==> config.mk <==
export PLATFORM = sky130hd
export DESIGN_NAME = hazard_forward_ctrl
export DESIGN_NICKNAME = d
export VERILOG_FILES = /design/src/rtl/hazard_pkg.sv /design/src/rtl/hazard_forward_ctrl_fwd_select.sv /design/src/rtl/hazard_forward_ctrl.sv
export SDC_FILE = /design/constraint.sdc
export NUM_CORES = 1
export LEC_CHECK = 0
export CELL_PAD_IN_SITES_DETAIL_PLACEMENT = 1
export CELL_PAD_IN_SITES_GLOBAL_PLACEMENT = 1
export CORE_MARGIN = 2
export CORE_UTILIZATION = 31
export CTS_CLUSTER_DIAMETER = 40
export CTS_CLUSTER_SIZE = 28
export DETAILED_ROUTE_END_ITERATION = 6
export MAX_ROUTING_LAYER = met4
export PLACE_DENSITY_LB_ADDON = 0.1
export SLEW_MARGIN = 25
export SYNTH_ARGS = -nofsm -noshare
export SYNTH_HDL_FRONTEND = slang
export SYNTH_SLANG_ARGS = --single-unit
==> constraint.sdc <==
create_clock -name clk -period 3.2 [get_ports clk]
set_clock_uncertainty 0.1 [all_clocks]
set_input_delay 0.96 -clock clk [delete_from_list [all_inputs] [get_ports clk]]
set_output_delay 0.96 -clock clk [all_outputs]
set_load 0.01 [all_outputs]
==> src/rtl/hazard_pkg.sv <==
// Shared constants, stage-tag type and tag-match helper for hazard_forward_ctrl.
package hazard_pkg;

  localparam int unsigned HZ_REG_AW = 4;

  localparam logic [1:0] FWD_RF  = 2'b00;
  localparam logic [1:0] FWD_EX  = 2'b01;
  localparam logic [1:0] FWD_MEM = 2'b10;
  localparam logic [1:0] FWD_WB  = 2'b11;

  localparam logic [HZ_REG_AW-1:0] PC_REG_DEF = 4'd15;
  localparam logic [HZ_REG_AW-1:0] LR_REG_DEF = 4'd14;

  typedef struct packed {
    logic                 valid;
    logic                 rf_en;
    logic                 load;
    logic [HZ_REG_AW-1:0] rd;
  } stage_tag_t;

  localparam stage_tag_t TAG_BUBBLE = stage_tag_t'({(HZ_REG_AW+3){1'b0}});

  // R15 comes from the PC path, so it can never be satisfied by a forward.
  function automatic logic tag_match(input stage_tag_t tag,
                                     input logic [HZ_REG_AW-1:0] src,
                                     input logic used,
                                     input logic [HZ_REG_AW-1:0] pc_reg);
    return used & tag.valid & tag.rf_en & (tag.rd == src) & (src != pc_reg);
  endfunction

endpackage

==> src/rtl/hazard_forward_ctrl_fwd_select.sv <==
// One source operand against the EX/MEM/WB tags, producing a 2-bit forward select.
module fwd_select
  import hazard_pkg::*;
#(
  parameter logic [HZ_REG_AW-1:0] PC_REG = PC_REG_DEF
) (
  input  logic [HZ_REG_AW-1:0] src,
  input  logic                 used,
  input  stage_tag_t           ex_tag,
  input  stage_tag_t           mem_tag,
  input  stage_tag_t           wb_tag,
  output logic [1:0]           sel,
  output logic                 ex_hit
);

  logic ex_m_s;
  logic mem_m_s;
  logic wb_m_s;

  assign ex_m_s  = tag_match(ex_tag,  src, used, PC_REG);
  assign mem_m_s = tag_match(mem_tag, src, used, PC_REG);
  assign wb_m_s  = tag_match(wb_tag,  src, used, PC_REG);
  assign ex_hit  = ex_m_s;

  // Youngest producer wins so the consumer always sees the newest value.
  always_comb begin
    sel = FWD_RF;
    if (ex_m_s) begin
      sel = FWD_EX;
    end else if (mem_m_s) begin
      sel = FWD_MEM;
    end else if (wb_m_s) begin
      sel = FWD_WB;
    end else begin
      sel = FWD_RF;
    end
  end

endmodule

==> src/rtl/hazard_forward_ctrl.sv <==
// Hazard/forwarding controller: shadow EX/MEM/WB tag pipe, forward selects, load-use stall
// and branch flush. Optional saturating perf counters under HAZARD_PERF_CNT_EN.
module hazard_forward_ctrl
  import hazard_pkg::*;
#(
  parameter int unsigned          REG_AW = HZ_REG_AW,
  parameter int unsigned          CNT_W  = 16,
  parameter logic [HZ_REG_AW-1:0] PC_REG = PC_REG_DEF,
  parameter logic [HZ_REG_AW-1:0] LR_REG = LR_REG_DEF
) (
  input  logic              clk,
  input  logic              reset,
  input  logic              ID_valid,
  input  logic [REG_AW-1:0] ID_Rn,
  input  logic [REG_AW-1:0] ID_Rm,
  input  logic [REG_AW-1:0] ID_Rd,
  input  logic              ID_use_rn,
  input  logic              ID_use_rm,
  input  logic              ID_use_rd,
  input  logic              ID_RF_enable,
  input  logic              ID_load_instr,
  input  logic              ID_BL_instr,
  input  logic              branch_taken,
  output logic [1:0]        S_PA,
  output logic [1:0]        S_PB,
  output logic [1:0]        S_PD,
  output logic              pc_le,
  output logic              ifid_le,
  output logic              idex_nop,
  output logic              flush_ifid,
  output logic              stall,
  output logic [CNT_W-1:0]  stall_count,
  output logic [CNT_W-1:0]  flush_count
);

  stage_tag_t ex_tag_r;
  stage_tag_t mem_tag_r;
  stage_tag_t wb_tag_r;

  logic hit_a_s;
  logic hit_b_s;
  logic hit_d_s;
  logic stall_s;
  logic flush_s;

  fwd_select #(.PC_REG(PC_REG)) u_sel_a (
    .src(ID_Rn), .used(ID_use_rn),
    .ex_tag(ex_tag_r), .mem_tag(mem_tag_r), .wb_tag(wb_tag_r),
    .sel(S_PA), .ex_hit(hit_a_s)
  );

  fwd_select #(.PC_REG(PC_REG)) u_sel_b (
    .src(ID_Rm), .used(ID_use_rm),
    .ex_tag(ex_tag_r), .mem_tag(mem_tag_r), .wb_tag(wb_tag_r),
    .sel(S_PB), .ex_hit(hit_b_s)
  );

  fwd_select #(.PC_REG(PC_REG)) u_sel_d (
    .src(ID_Rd), .used(ID_use_rd),
    .ex_tag(ex_tag_r), .mem_tag(mem_tag_r), .wb_tag(wb_tag_r),
    .sel(S_PD), .ex_hit(hit_d_s)
  );

  // A load in EX has no data yet; its consumer waits one cycle and then takes it from MEM.
  assign stall_s = ex_tag_r.load & (hit_a_s | hit_b_s | hit_d_s);
  // Stall beats flush; gating by reset keeps flush quiet while the tags are held clear.
  assign flush_s = branch_taken & ~stall_s & reset;

  assign stall      = stall_s;
  assign flush_ifid = flush_s;
  assign pc_le      = ~stall_s;
  assign ifid_le    = ~stall_s;
  assign idex_nop   = stall_s;

  // Shadow tag pipeline; a stall drops a bubble into EX while older stages keep moving.
  always_ff @(posedge clk or negedge reset) begin
    if (!reset) begin
      ex_tag_r  <= TAG_BUBBLE;
      mem_tag_r <= TAG_BUBBLE;
      wb_tag_r  <= TAG_BUBBLE;
    end else begin
      wb_tag_r  <= mem_tag_r;
      mem_tag_r <= ex_tag_r;
      if (stall_s) begin
        ex_tag_r <= TAG_BUBBLE;
      end else begin
        ex_tag_r <= '{valid: ID_valid,
                      rf_en: ID_RF_enable | ID_BL_instr,
                      load:  ID_load_instr,
                      rd:    ID_BL_instr ? LR_REG : ID_Rd};
      end
    end
  end

`ifdef HAZARD_PERF_CNT_EN
  localparam logic [CNT_W-1:0] CNT_MAX = {CNT_W{1'b1}};
  localparam logic [CNT_W-1:0] CNT_ONE = {{(CNT_W-1){1'b0}}, 1'b1};

  logic [CNT_W-1:0] stall_cnt_r;
  logic [CNT_W-1:0] flush_cnt_r;

  // Saturating event counters for stall and flush cycles.
  always_ff @(posedge clk or negedge reset) begin
    if (!reset) begin
      stall_cnt_r <= {CNT_W{1'b0}};
      flush_cnt_r <= {CNT_W{1'b0}};
    end else begin
      if (stall_s && (stall_cnt_r != CNT_MAX)) begin
        stall_cnt_r <= stall_cnt_r + CNT_ONE;
      end else begin
        stall_cnt_r <= stall_cnt_r;
      end
      if (flush_s && (flush_cnt_r != CNT_MAX)) begin
        flush_cnt_r <= flush_cnt_r + CNT_ONE;
      end else begin
        flush_cnt_r <= flush_cnt_r;
      end
    end
  end

  assign stall_count = stall_cnt_r;
  assign flush_count = flush_cnt_r;
`else
  assign stall_count = {CNT_W{1'b0}};
  assign flush_count = {CNT_W{1'b0}};
`endif

endmodule

== Yosys cells after proc, flatten, opt, wreduce, memory -nomap -nowiden ==
Cells that the tools add are included.
Widths: inputs -> output; s select.

* Bitwise logic cells: 43
* Multiplexer cells: 11
* Equal/unequal tests: 12

{| class="wikitable"
|+ Operators with widths
! cell !! number
|-
| $and 1x1->1 || 39
|-
| $eq 4x4->1 || 9
|-
| $mux 2 || 9
|-
| $ne 4x4->1 const B || 3
|-
| $mux 7 || 1
|-
| $mux 4 || 1
|-
| $or 1x1->1 || 3
|-
| $not 1->1 || 1
|}

* Bits in registers: 19
* Output and inout bits: 43
* Bits of input ports: 22
* Word-level logic and storage cells: 76

== Logic depth before layout (Yosys ltp) ==
* Depth in word-level cells: 10
* Depth in mapped cells: 7
* Mapped depth without buffers: 4

== Modules after synthesis ==
From an unflattened synthesis, not the netlist that was laid out.

* Cell total of the unflattened synthesis: 144
* Area, all modules: 1,421.4 um^2

{| class="wikitable"
|+ By module, submodules not included
! module !! cells each !! instances !! seq. area each (um^2) !! area each (um^2)
|-
| hazard_forward_ctrl || 66 || 1 || 525.5 || 869.6
|-
| fwd_select || 26 || 3 || 0.0 || 183.9
|}

== Worst setup path before layout ==
No wires, ideal clock.

* Path kind: input-to-output
* From: input port ID_Rd[2]
* To: output port stall
* Stages: 7
* Arrival: 2.147 ns
* Buffers on the path: 3
* Slack: -0.007 ns
* Data required time: 2.140 ns
* Cell sequence: buf_2 -> nand4_2 -> nand2_2 -> nor4_2 -> buf_6 -> o31a_1 -> buf_4

* Cells in the longest elaborated chain, start to end: 5
* Elaborated cells between the ends (all ways): 6
* Classes of those cells: eq/ne: 2; bitwise: 4

{| class="wikitable"
|+ RTL lines
! what !! RTL line !! RTL
|-
| from (decl) || hazard_forward_ctrl.sv:16 || <nowiki>input logic [REG_AW-1:0] ID_Rd,</nowiki>
|-
| $eq 4x4->1 || hazard_pkg.sv:28 || <nowiki>return used & tag.valid & tag.rf_en & (tag.rd == src) & (src != pc_reg);</nowiki>
|-
| $and 1x1->1 || hazard_pkg.sv:28 ||
|-
| $and 1x1->1 * || hazard_pkg.sv:28 ||
|-
| $or 1x1->1 * || hazard_forward_ctrl.sv:65 || <nowiki>assign stall_s = ex_tag_r.load & (hit_a_s | hit_b_s | hit_d_s);</nowiki>
|-
| $and 1x1->1 * || hazard_forward_ctrl.sv:65 ||
|-
| to (decl) || hazard_forward_ctrl.sv:31 || <nowiki>output logic stall,</nowiki>
|}

Every way passes the cells marked *; elsewhere a longest branch is shown, timed or not.

== Worst setup path in the final report ==
* From: input port ID_Rn[0]
* To: output port flush_ifid

* Cells in the longest elaborated chain, start to end: 9
* Elaborated cells between the ends (all ways): 10
* Classes of those cells: eq/ne: 2; bitwise: 8

{| class="wikitable"
|+ RTL lines
! what !! RTL line !! RTL
|-
| from (decl) || hazard_forward_ctrl.sv:14 || <nowiki>input logic [REG_AW-1:0] ID_Rn,</nowiki>
|-
| $eq 4x4->1 || hazard_pkg.sv:28 ||
|-
| $and 1x1->1 || hazard_pkg.sv:28 ||
|-
| $and 1x1->1 * || hazard_pkg.sv:28 ||
|-
| $or 1x1->1 * (2 in a row) || hazard_forward_ctrl.sv:65 ||
|-
| $and 1x1->1 * || hazard_forward_ctrl.sv:65 ||
|-
| $not 1->1 * || hazard_forward_ctrl.sv:67 || <nowiki>assign flush_s = branch_taken & ~stall_s & reset;</nowiki>
|-
| $and 1x1->1 * (2 in a row) || hazard_forward_ctrl.sv:67 ||
|-
| to (decl) || hazard_forward_ctrl.sv:30 || <nowiki>output logic flush_ifid,</nowiki>
|}

Marked as above.

==> metrics <==
status=finished with violations; failing checks=negative setup slack; Buf/Inv on CP=3; critical path endpoint category=primary output; multi-input logic area=0.00108 mm2; Worst R2R Setup Slack=1.28 ns; commonest cells after routing, fill and taps aside=32 x conb_1, 20 x buf_4, 19 x dfrtp_1; Worst Path Arrival=2.24 ns; ANT cells=0; Layout fillers=539; DP HPWL=3490 um; Hold WC Path Type=reg2reg; top post-synthesis cells by area=dfrtp_1 31%, buf_4 17%, xnor2_1 12%; CTS Hold Bufs=0; RD Place Congestion=0.926; Layout Utilization=0.471; Crit path required time=2.14 ns; Gate power share=0.358; core region area=0.00472 mm2; Nets=237; internal power=0.480 mW; layout cell share with drive strength beyond 1=0.463; CP Launch Point=ID_Rn[0]; largest net degree at the start of global routing=20; # DRC=0; Netlist cell types=34; Hold Crit Start=mem_tag_r[5]$_DFF_PN0_; hold depth=0; slowest CP cell=or4_4; post-route setup slack=-0.100 ns; Final period util=1.03; critical path, cell by cell=buf_8 -> xor2_1 -> or4_4 -> nor2_8 -> buf_6 -> o41ai_4 -> buf_2; Net Switching=0.244 mW; CP Max Fanout=6; finished layout cell area=0.00223 mm2; vias=1,259; setup TNS=-0.372 ns; Placement Cell Area=0.00187 mm2; Clock Tree Buf Depth=2; Root Buffer=clkbuf_8; die width=74.1 um; WL/cell=16.4 um; Total Wirelength=4610 um; Seq cells post-synth=19; dpl ws=-0.910 ns; Cell Pwr Density=325 mW/mm2; first-pass GRT wire length=6930 um; sequential area share after synthesis=0.312; worst reg2reg endpoint=ex_tag_r[2]$_DFF_PN0_; crit-path max cell delay=0.53 ns; Post-Syn Area per Cell=9.46 um2; Clock Sinks=19; clock share of power=0.226; Reg clk slew, reported paths=0.07 ns; cell count after synthesis=161; ys flop type=dfrtp_1; Die Y=74.1 um; Detailed Routing Iterations Pass 1=3; placement row count=25; Worst Hold End=wb_tag_r[5]$_DFF_PN0_; Synth Cell Area=0.00152 mm2; post-route ant nets=0; CP Class=in2out; final worst path period need=3.30 ns; number of global-route vias before repair=1,363; commonest non-fill, non-tap cell in the layout=conb_1; RSZ-0062 raised after global routing=true; Achievable Freq=303 MHz; Peak VDD IR=0.160 mV; CP top delay family=simple AND/OR/NAND/NOR gates; Synth area leader=dfrtp_1; CTS tree=built; final hold slack=0.276 ns; leak pwr=1.02 nW; setup-violating endpoint count in the final report=8; antenna violations before repair=0; reg2reg path depth=6; Max-cap violations=0; Final Max Tran Viols=0; number of synthesized flops with an enable pin=0; PortBufs=32; grt ovf=0; Via density=4.48; CP Depth=7; Seq. cell area=475 um2; Ports=65; fraction of registers with async set/reset=1.00; number of buffers created by CTS=3; synth warn=0; drt initial violations=14; initial core utilization=0.322; top-area cell type share of the netlist area=0.312; register share of total power=0.416; H-tree levels=1; die area=0.00549 mm2; Critical R2R Launch=ex_tag_r[0]$_DFF_PN0_; area grow syn2layout=46.2%; GRT Util Overall=0.178; switching share of power=0.337; worst skew pair latency=0.25 ns; Final Hold Vio Count=0; startpoint types=primary input
cell type report:
cell class              count  share of cell area
clock buffers               3              0.0185
clock inverters             1             0.00225
inverters                   3             0.00506
multi-input cells         130               0.485
flip-flops and latches     19               0.214
well taps                  67              0.0377
repair buffers             58               0.238
cell usage after synthesis, types with 3 or more instances:
cell,count
buf_2,3
or4_1,3
dfrtp_1,19
or2_2,6
buf_4,34
xnor2_1,21
o41ai_1,5
nand3_1,9
a21oi_1,3
nand2_1,5
xor2_1,15
inv_1,3
nor2_1,7
per-stage QoR:
stage | std cells | power, mW
final | 281 | 0.724
after global placement | 266 | 0.501
after CTS | 278 | 0.702
after detailed placement | 266 | 0.509
after floorplan | 192 | 0.440
after global routing | 281 | 0.763
how the worst max path moves through the flow:
stage               slack (ns)    endpoint
global placement         -0.90  flush_ifid
finish                   -0.10  flush_ifid
CTS                      -0.21    idex_nop
global route             -0.14    idex_nop
detailed placement       -0.91     S_PD[1]
floorplan               -0.007       stall
layer usage:
metal,global-route usage,share of wire,wire (um),vias up
li1,-,-,-,594
met1,0.202,0.42,1930,608
met2,0.321,0.51,2370,48
met3,0.0122,0.043,199,9
met4,0.0727,0.026,121,0
met5,-,0,0,-
power groups by stage:
stage / combinational (mW) / clock, mW / sequential [mW]
final: 0.259 / 0.164 / 0.302
after detailed placement: 0.209 / 0 / 0.300
after global placement: 0.201 / 0 / 0.300
after CTS: 0.235 / 0.168 / 0.300
after global routing: 0.280 / 0.179 / 0.305
after floorplan: 0.153 / 0 / 0.286
flip-flops by register name, indices dropped and copies added, names as in the netlist:
register   count
ex_tag_r       7
wb_tag_r       6
mem_tag_r      6
what timing repair did:
item / 4_1_cts / 5_1_grt
gates resized for setup: 141 / 34
setup endpoints to repair: 11 / 11
pin swaps: 26 / 21
gates cloned: 0 / 0
buffers inserted: 8 / 3
kinds of logic (layout without fill, tap and decap cells):
kind of cell / after synthesis / after routing / synth area share
buffers and inverters: 43 / 65 / 0.198
AND/OR/NAND/NOR: 44 / 44 / 0.185
flip-flops: 19 / 19 / 0.312
XOR/XNOR: 36 / 36 / 0.207
AO/OA/AOI/OAI: 18 / 18 / 0.0953
other: 1 / 32 / 0.00246
worst register-to-register path, cell delays in order (launching register included):
cell	delay [ns]
dfrtp_1	0.44
xor2_1	0.19
or4_4	0.53
nor2_8	0.17
buf_4	0.14
buf_4	0.13
o41ai_1	0.09
Note: power is estimated with default switching activity, not from simulation.
